--- src/rtl/captura_campos_vga_pkg.sv ---
// rtl/captura_campos_vga_pkg.sv - field codes, scan length and FSM encoding
package captura_campos_vga_pkg;

  localparam int CAMPO_DIA      = 0;
  localparam int CAMPO_MES      = 1;
  localparam int CAMPO_ANO      = 2;
  localparam int CAMPO_HORA     = 3;
  localparam int CAMPO_MIN      = 4;
  localparam int CAMPO_SEG      = 5;
  localparam int CAMPO_THORA    = 6;
  localparam int CAMPO_TMIN     = 7;
  localparam int CAMPO_TSEG     = 8;
  localparam int NUM_CAMPOS_DEF = 9;

  typedef enum logic [1:0] {
    IDLE    = 2'd0,
    SCAN    = 2'd1,
    PUBLICA = 2'd2
  } estado_t;

endpackage

--- src/rtl/captura_campos_vga_validador_bcd.sv ---
// rtl/captura_campos_vga_validador_bcd.sv - combinational two-digit BCD validity check
module validador_bcd (
  input  logic [7:0] valor,
  output logic       valido
);

  assign valido = (valor[7:4] <= 4'd9) && (valor[3:0] <= 4'd9);

endmodule

--- src/rtl/captura_campos_vga.sv ---
// rtl/captura_campos_vga.sv - per-frame RTC field scanner with double-buffered publish
module captura_campos_vga
  import captura_campos_vga_pkg::*;
#(
  parameter int NUM_CAMPOS = NUM_CAMPOS_DEF,
  parameter int SETTLE     = 1
) (
  input  logic       clk,
  input  logic       reset,
  input  logic       frame_start,
  input  logic [7:0] dato,
  input  logic       am,
  output logic [3:0] seleccion_dato,
  output logic [7:0] d_disp,
  output logic [7:0] me_disp,
  output logic [7:0] a_disp,
  output logic [7:0] h_disp,
  output logic [7:0] m_disp,
  output logic [7:0] s_disp,
  output logic [7:0] ht_disp,
  output logic [7:0] mt_disp,
  output logic [7:0] st_disp,
  output logic       am_disp,
  output logic [8:0] err_bcd,
  output logic       ocupado,
  output logic       captura_lista,
  output logic       sobrecarga
);

  estado_t estado, estado_sig;

  logic [3:0] idx;
  logic [2:0] cnt;
  logic       dato_ok;
  logic       arrancar, muestrear, ultimo, publicar;

  logic [7:0]                shadow     [NUM_CAMPOS_DEF];
  logic [NUM_CAMPOS_DEF-1:0] err_shadow;
  logic                      am_shadow;
  logic [7:0]                pub        [NUM_CAMPOS_DEF];
  logic [NUM_CAMPOS_DEF-1:0] err_pub;
  logic                      am_pub;

  validador_bcd u_validador (
    .valor  (dato),
    .valido (dato_ok)
  );

  always_ff @(posedge clk or negedge reset) begin
    if (!reset) estado <= IDLE;
    else        estado <= estado_sig;
  end

  always_comb begin
    estado_sig = estado;
    case (estado)
      IDLE:    if (frame_start) estado_sig = SCAN;
      SCAN:    if (ultimo)      estado_sig = PUBLICA;
      PUBLICA: estado_sig = IDLE;
      default: estado_sig = IDLE;
    endcase
  end

  always_comb begin
    arrancar  = (estado == IDLE) && frame_start;
    muestrear = (estado == SCAN) && (cnt == 3'd0);
    ultimo    = muestrear && (idx == 4'(NUM_CAMPOS - 1));
    publicar  = (estado == PUBLICA);
  end

  // idx doubles as the registered mux select; it parks at 0 outside a scan
  always_ff @(posedge clk or negedge reset) begin
    if (!reset) begin
      idx        <= '0;
      cnt        <= '0;
      err_shadow <= '0;
      am_shadow  <= 1'b1;
      for (int i = 0; i < NUM_CAMPOS_DEF; i++) shadow[i] <= '0;
    end else if (arrancar) begin
      idx <= '0;
      cnt <= 3'(SETTLE);
    end else if (estado == SCAN) begin
      if (!muestrear) begin
        cnt <= cnt - 3'd1;
      end else begin
        // an invalid code keeps the value on screen rather than showing garbage
        shadow[idx]     <= dato_ok ? dato : pub[idx];
        err_shadow[idx] <= !dato_ok;
        if (idx == 4'(CAMPO_HORA)) am_shadow <= am;
        idx <= ultimo ? 4'd0 : idx + 4'd1;
        cnt <= 3'(SETTLE);
      end
    end
  end

  always_ff @(posedge clk or negedge reset) begin
    if (!reset) begin
      err_pub       <= '0;
      am_pub        <= 1'b1;
      ocupado       <= 1'b0;
      captura_lista <= 1'b0;
      sobrecarga    <= 1'b0;
      for (int i = 0; i < NUM_CAMPOS_DEF; i++) pub[i] <= '0;
    end else begin
      captura_lista <= publicar;
      if (frame_start && (estado != IDLE)) sobrecarga <= 1'b1;
      if (arrancar)      ocupado <= 1'b1;
      else if (publicar) ocupado <= 1'b0;
      if (publicar) begin
        pub     <= shadow;
        err_pub <= err_shadow;
        am_pub  <= am_shadow;
      end
    end
  end

  assign seleccion_dato = idx;
  assign d_disp         = pub[CAMPO_DIA];
  assign me_disp        = pub[CAMPO_MES];
  assign a_disp         = pub[CAMPO_ANO];
  assign h_disp         = pub[CAMPO_HORA];
  assign m_disp         = pub[CAMPO_MIN];
  assign s_disp         = pub[CAMPO_SEG];
  assign ht_disp        = pub[CAMPO_THORA];
  assign mt_disp        = pub[CAMPO_TMIN];
  assign st_disp        = pub[CAMPO_TSEG];
  assign am_disp        = am_pub;
  assign err_bcd        = err_pub;

endmodule

--- config.mk ---
export PLATFORM = sky130hd
export DESIGN_NAME = captura_campos_vga
export DESIGN_NICKNAME = d
export VERILOG_FILES = /design/src/rtl/captura_campos_vga_pkg.sv /design/src/rtl/captura_campos_vga_validador_bcd.sv /design/src/rtl/captura_campos_vga.sv
export SDC_FILE = /design/constraint.sdc
export NUM_CORES = 1
export LEC_CHECK = 0
export BUFFER_PORTS_ARGS = -buffer_cell sky130_fd_sc_hd__buf_2
export CAP_MARGIN = 20
export CORE_MARGIN = 5
export CORE_UTILIZATION = 50
export DETAILED_ROUTE_END_ITERATION = 7
export PLACE_DENSITY = 0.71
export RECOVER_POWER = 100
export SLEW_MARGIN = 20
export SYNTH_ARGS = -nofsm -noshare
export SYNTH_HDL_FRONTEND = slang
export SYNTH_HIERARCHICAL = 1
export SYNTH_SLANG_ARGS = --single-unit
--- constraint.sdc ---
create_clock -name clk -period 3.2 [get_ports clk]
set_input_delay 0 -clock clk [delete_from_list [all_inputs] [get_ports clk]]
set_output_delay 0 -clock clk [all_outputs]
set_load 0.01 [all_outputs]
**After elaboration in Yosys (flattened, before gate mapping)**

Index checks and enable logic that the tools add are counted.

- Add/subtract/negate cells: 2
- Muxes and demuxes: 22
- Bitwise logic cells: 2
- Equality and inequality tests: 6
- Reductions and logical operators: 18
- Magnitude comparators: 6

Operators with widths:

| kind | count |
|---|---|
| $bwmux W72 | 1 |
| $bmux W8 S4 | 1 |
| $demux W8 S4 | 1 |
| $mux W8 | 4 |
| $mux W4 | 4 |
| $bwmux W9 | 1 |
| $mux W3 | 3 |
| $le A4 B4 Y1 const B | 2 |
| $reduce_bool A2 Y1 | 4 |
| $logic_and A1 B1 Y1 | 7 |
| $ge A5 B5 Y1 const B | 1 |
| $lt A4 B5 Y1 const B | 1 |
| $lt A5 B1 Y1 const B | 1 |
| $not A4 Y5 | 1 |
| $add A4 B1 Y4 const B | 1 |
| $demux W1 S4 | 1 |
| $eq A4 B2 Y1 const B | 1 |
| $eq A4 B4 Y1 const B | 1 |
| $ge A4 B1 Y1 const B | 1 |
| $mux W2 | 2 |
| $ne A2 B2 Y1 const B | 2 |
| $pmux W2 S2 | 1 |
| $reduce_and A2 Y1 | 2 |
| $reduce_and A4 Y1 | 1 |
| other kinds (9) | 11 |

- Bits of input ports: 12
- Flip-flop bits (word level): 176
- Output and inout bits: 89
- Logic and storage cells: 84

**Depth between registers and ports, before layout**

- Word-level depth: 7
- Depth in mapped cells: 9
- Depth with buffers taken out: 7

**Hierarchy**

The synthesis kept the hierarchy.

By module, submodules not included:

| module | times used | seq. area each (µm²) | cells each | area each (µm²) |
|---|---|---|---|---|
| captura_campos_vga | 1 | 4406.7 | 594 | 7798.7 |
| validador_bcd | 1 | 0.0 | 3 | 16.3 |

**Least setup slack after synthesis**

No wires, ideal clock.

- Kind: register to register
- Start point: reg idx[0] (netlist: seleccion_dato[0])
- End point: reg shadow[1] in the netlist's numbering
- Slack: 1.095 ns
- Buffers on the path: 3
- Data required time: 3.068 ns
- Stages on the path, launching flop included: 10
- Arrival time: 1.972 ns
- Clock period less this slack: 2.105 ns
- Setup time: 0.132 ns
- Cells stage by stage: dfrtp_1 > buf_4 > inv_1 > buf_4 > ha_1 > nand2_1 > or3_1 > clkbuf_1 > nand2_1 > o31ai_2

- Longest elaborated chain between the ends: 6
- Elaborated cells between the ends (all ways): 11
- Those cells by class: order compare (2); mux (7); bitwise (1); reduce/logical (1)

Ends and longest elaborated chain:

| item | line | text |
|---|---|---|
| from (decl) | captura_campos_vga.sv:32 | `logic [3:0] idx;` |
| from (signal assigned) | captura_campos_vga.sv:90 | `idx <= ultimo ? 4'd0 : idx + 4'd1;` |
| $not A4 Y5 * | captura_campos_vga.sv:87 | `shadow[idx] <= dato_ok ? dato : pub[idx];` |
| $ge A5 B5 Y1 (not written as such), or another cell as far along | captura_campos_vga.sv:87 |  |
| $logic_and A1 B1 Y1 (not written as such) / $mux W8 (equally long branches) | captura_campos_vga.sv:87 |  |
| $mux W8 | captura_campos_vga.sv:87 |  |
| $demux W8 S4 / $mux W8 (equally long branches) | captura_campos_vga.sv:87 |  |
| $bwmux W72 * | captura_campos_vga.sv:87 |  |
| to (signal, indexed assignment) | captura_campos_vga.sv:87 |  |
| to (decl) | captura_campos_vga.sv:37 | `logic [7:0] shadow [NUM_CAMPOS_DEF];` |

Every way passes the cells marked *; elsewhere a longest branch is shown, timed or not. The select of a mux whose other input is x is not followed.
A chain may end at the register's enable or synchronous reset.

**Worst setup path after layout**

- Start point: reg idx[2] (netlist: seleccion_dato[2])
- End point: reg shadow[68] in the netlist's numbering

The elaborated chain is that of the path after synthesis.

==> results.json <==
{
  "status": "complete, but fails checks",
  "failed_checks": "capacitance limit, slew limit",
  "syn-cell-area_um2": 7810,
  "grt_util_met2": 0.340,
  "crit_fanout": 31,
  "cts.sinks": 176,
  "maxSlewViolCount": 88,
  "diodes": 0,
  "nets": 714,
  "start_kind": "flip-flop",
  "tightest_slew_ns": 2.24,
  "peakVddDrop_mv": 0.456,
  "avgSynthCellArea_um2": 13.1,
  "io_buffers": 100,
  "drv_cap": 1,
  "p_per_area_nw_per_um2": 984,
  "grt_most_used_layer": "met2",
  "root_buffer": "clkbuf_16",
  "via_per_inst": 5.71,
  "yosys_warnings": 6,
  "finalSetupViolCount": 0,
  "synth_nets": 615,
  "finalCritPeriodShare": 0.856,
  "rows": 45,
  "num_vias": 5254,
  "area_delta_synth_final_pct": 13.8,
  "drive_above_1_share": 0.260,
  "fp.dieW_um": 135,
  "period_needed_ns": 2.74,
  "switching_power_mw": 3.24,
  "p_int_mw": 5.51,
  "ys_ff_latch": 176,
  "endpoint_kind": "flip-flop",
  "p_total_mw": 8.76,
  "coreArea_um2": 15300,
  "cts-htree-levels": 4,
  "final_common_cell": "dfrtp_1",
  "cts_buffers": 17,
  "postRouteAntennaNets": 0,
  "async_flop_share": 1.00,
  "initial_utilization": 0.512,
  "antenna_found_initial": 0,
  "die-area_um2": 18200,
  "grt_pass1_vias": 5449,
  "max_freq_mhz": 365,
  "globalRouteTotalUtil": 0.217,
  "routabilityCongestion": 0.828,
  "setup_tns_ns": 0,
  "p_clk_frac": 0.243,
  "drt_first_pass_iters": 5,
  "postCtsSetupBuffers": 0,
  "drtIter0Drc": 458,
  "synth-main-ff-cell": "dfrtp_1",
  "pwr-share-seq": 0.429,
  "synth.distinct_cells": 45,
  "clk_path_buf_depth": 2,
  "worstPathArrival_ns": 3.00,
  "overflow": 0,
  "drc": 0,
  "wl_per_cell_um": 20.7,
  "use_met1": 0.287,
  "sw_frac_of_total": 0.370,
  "routed_wl_mm": 19.0,
  "power.share.combinational": 0.328,
  "finalClockSkew_ns": 0.00930,
  "clock_latency_ns": 0.43,
  "die_h_um": 135,
  "rsz0062_at_grt": "no",
  "min-delay-path-class": "in2reg",
  "clk_pin_slew_worst_paths_ns": 0.07,
  "met3_usage": 0.0466,
  "yosysSeqAreaShare": 0.564,
  "synth_edf_count": 0,
  "mostFrequentLayoutCells": "dfrtp_1, clkbuf_1, nand2_1, mux2_2, o31ai_1",
  "grt_pass1_wl_mm": 30.3,
  "crit_type": "reg2reg",
  "relSlewSlack": -0.492,
  "hold_viol_final": 0,
  "p_leak_nw": 3.98,
  "grt_max_degree": 89,
  "critPathRequiredTime_ns": 3.46,
  "syn_inst": 597,
  "io-pin-count": 101,
  "dp.final_hpwl_mm": 12.7,
  "cts_tree": "built"
}
final timing paths:
check / cells past startpoint / startpoint / to / slack [ns]
max: 5 / seleccion_dato[2] / shadow[68] / 0.46
min: 3 / dato[2] / shadow[2] / 0.12
max reg2reg: 5 / seleccion_dato[2] / shadow[68] / 0.46
min reg2reg: 1 / sobrecarga / sobrecarga / 0.47
max in group asynchronous: 3 / reset / shadow[9] / 1.00
min in group asynchronous: 2 / reset / err_bcd[6] / 0.75
worst max-delay path, cell delays in order, from the launching register on:
cell	delay [ns]
dfrtp_1	0.38
clkbuf_2	0.76
mux2i_1	0.31
o21ai_0	0.13
a21oi_1	0.78
o31ai_1	0.20
stage by stage:
stage | cell area (µm²) | setup WS [ns] | cells | util | hold slack, ns
floorplan | 7820 | 1.10 | 597 | - | -0.296
global placement | 8440 | 0.956 | 885 | 0.553 | 0.110
detailed placement | 8440 | 0.819 | 885 | 0.553 | 0.122
CTS | 9080 | 0.813 | 920 | 0.595 | 0.106
global route | 8900 | 0.325 | 920 | 0.583 | 0.128
finish | 8900 | 0.460 | 920 | 0.583 | 0.117
metal layers:
| layer | wire [µm] | part of all wire |
|---|---|---|
| met5 | 0 | 0 |
| met1 | 8070 | 0.42 |
| met4 | 776 | 0.041 |
| met2 | 9140 | 0.48 |
| met3 | 1050 | 0.055 |
cell families (layout without fill, tap and decap cells):
kind of cell    Yosys count  in the layout  synth area share
mux                     123            123             0.175
fa+ha+maj                 6              6           0.00961
buf+inv                  40            152            0.0351
xor+xnor                  1              1           0.00112
flops                   176            176             0.564
simple gates            124            124            0.0860
compound gates          127            127             0.130
registers in the layout, summed over array words and instances, names as in the netlist, 2 cells and up:
name            flops
a_disp              8
cnt                 3
d_disp              8
err_bcd             9
err_shadow          9
estado              2
h_disp              8
ht_disp             8
m_disp              8
me_disp             8
mt_disp             8
s_disp              8
seleccion_dato      4
shadow             72
st_disp             8
area by class of cell:
type / count / area (µm²)
clock buffers: 23 / 478
multi-input cells: 381 / 3090
well taps: 211 / 264
clock inverters: 9 / 131
flip-flops and latches: 176 / 4410
inverters: 7 / 26.3
repair buffers: 113 / 504
fillers: 1281 / 6360
power groups by stage:
stage	Sequential, mW	Combinational (mW)	Clock (mW)
after floorplan	3.76	1.95	0
after global placement	3.72	2.92	0
after detailed placement	3.78	3.01	0
after CTS	3.74	3.05	2.16
after global routing	3.87	3.16	2.25
final	3.76	2.87	2.13
synth_stat cells, types with 2 or more instances:
master	count	area share
mux2i_2	8	0.014
o21ai_0	6	0.0038
a21oi_1	3	0.0019
ha_1	6	0.0096
nand3b_1	8	0.0077
o21ai_1	17	0.011
inv_2	2	0.00096
nand2_1	89	0.043
mux2i_1	32	0.041
o21ai_2	10	0.011
dfstp_2	2	0.0067
nor2_1	2	0.00096
a21oi_2	7	0.0078
o221ai_2	8	0.015
buf_4	6	0.0058
clkbuf_1	3	0.0014
dfrtp_1	174	0.56
o31ai_1	65	0.062
mux2_2	83	0.12
inv_1	5	0.0024
buf_6	9	0.013
buf_2	14	0.0090
nand3_4	7	0.016
nand2b_1	4	0.0032
o31ai_2	7	0.011
timing repair:
action / CTS / global route
gates resized for setup: 0 / 0
hold buffers: 3 / 0
endpoints found under the hold margin: 92 / 0
Note: power is estimated with default switching activity, not from simulation.
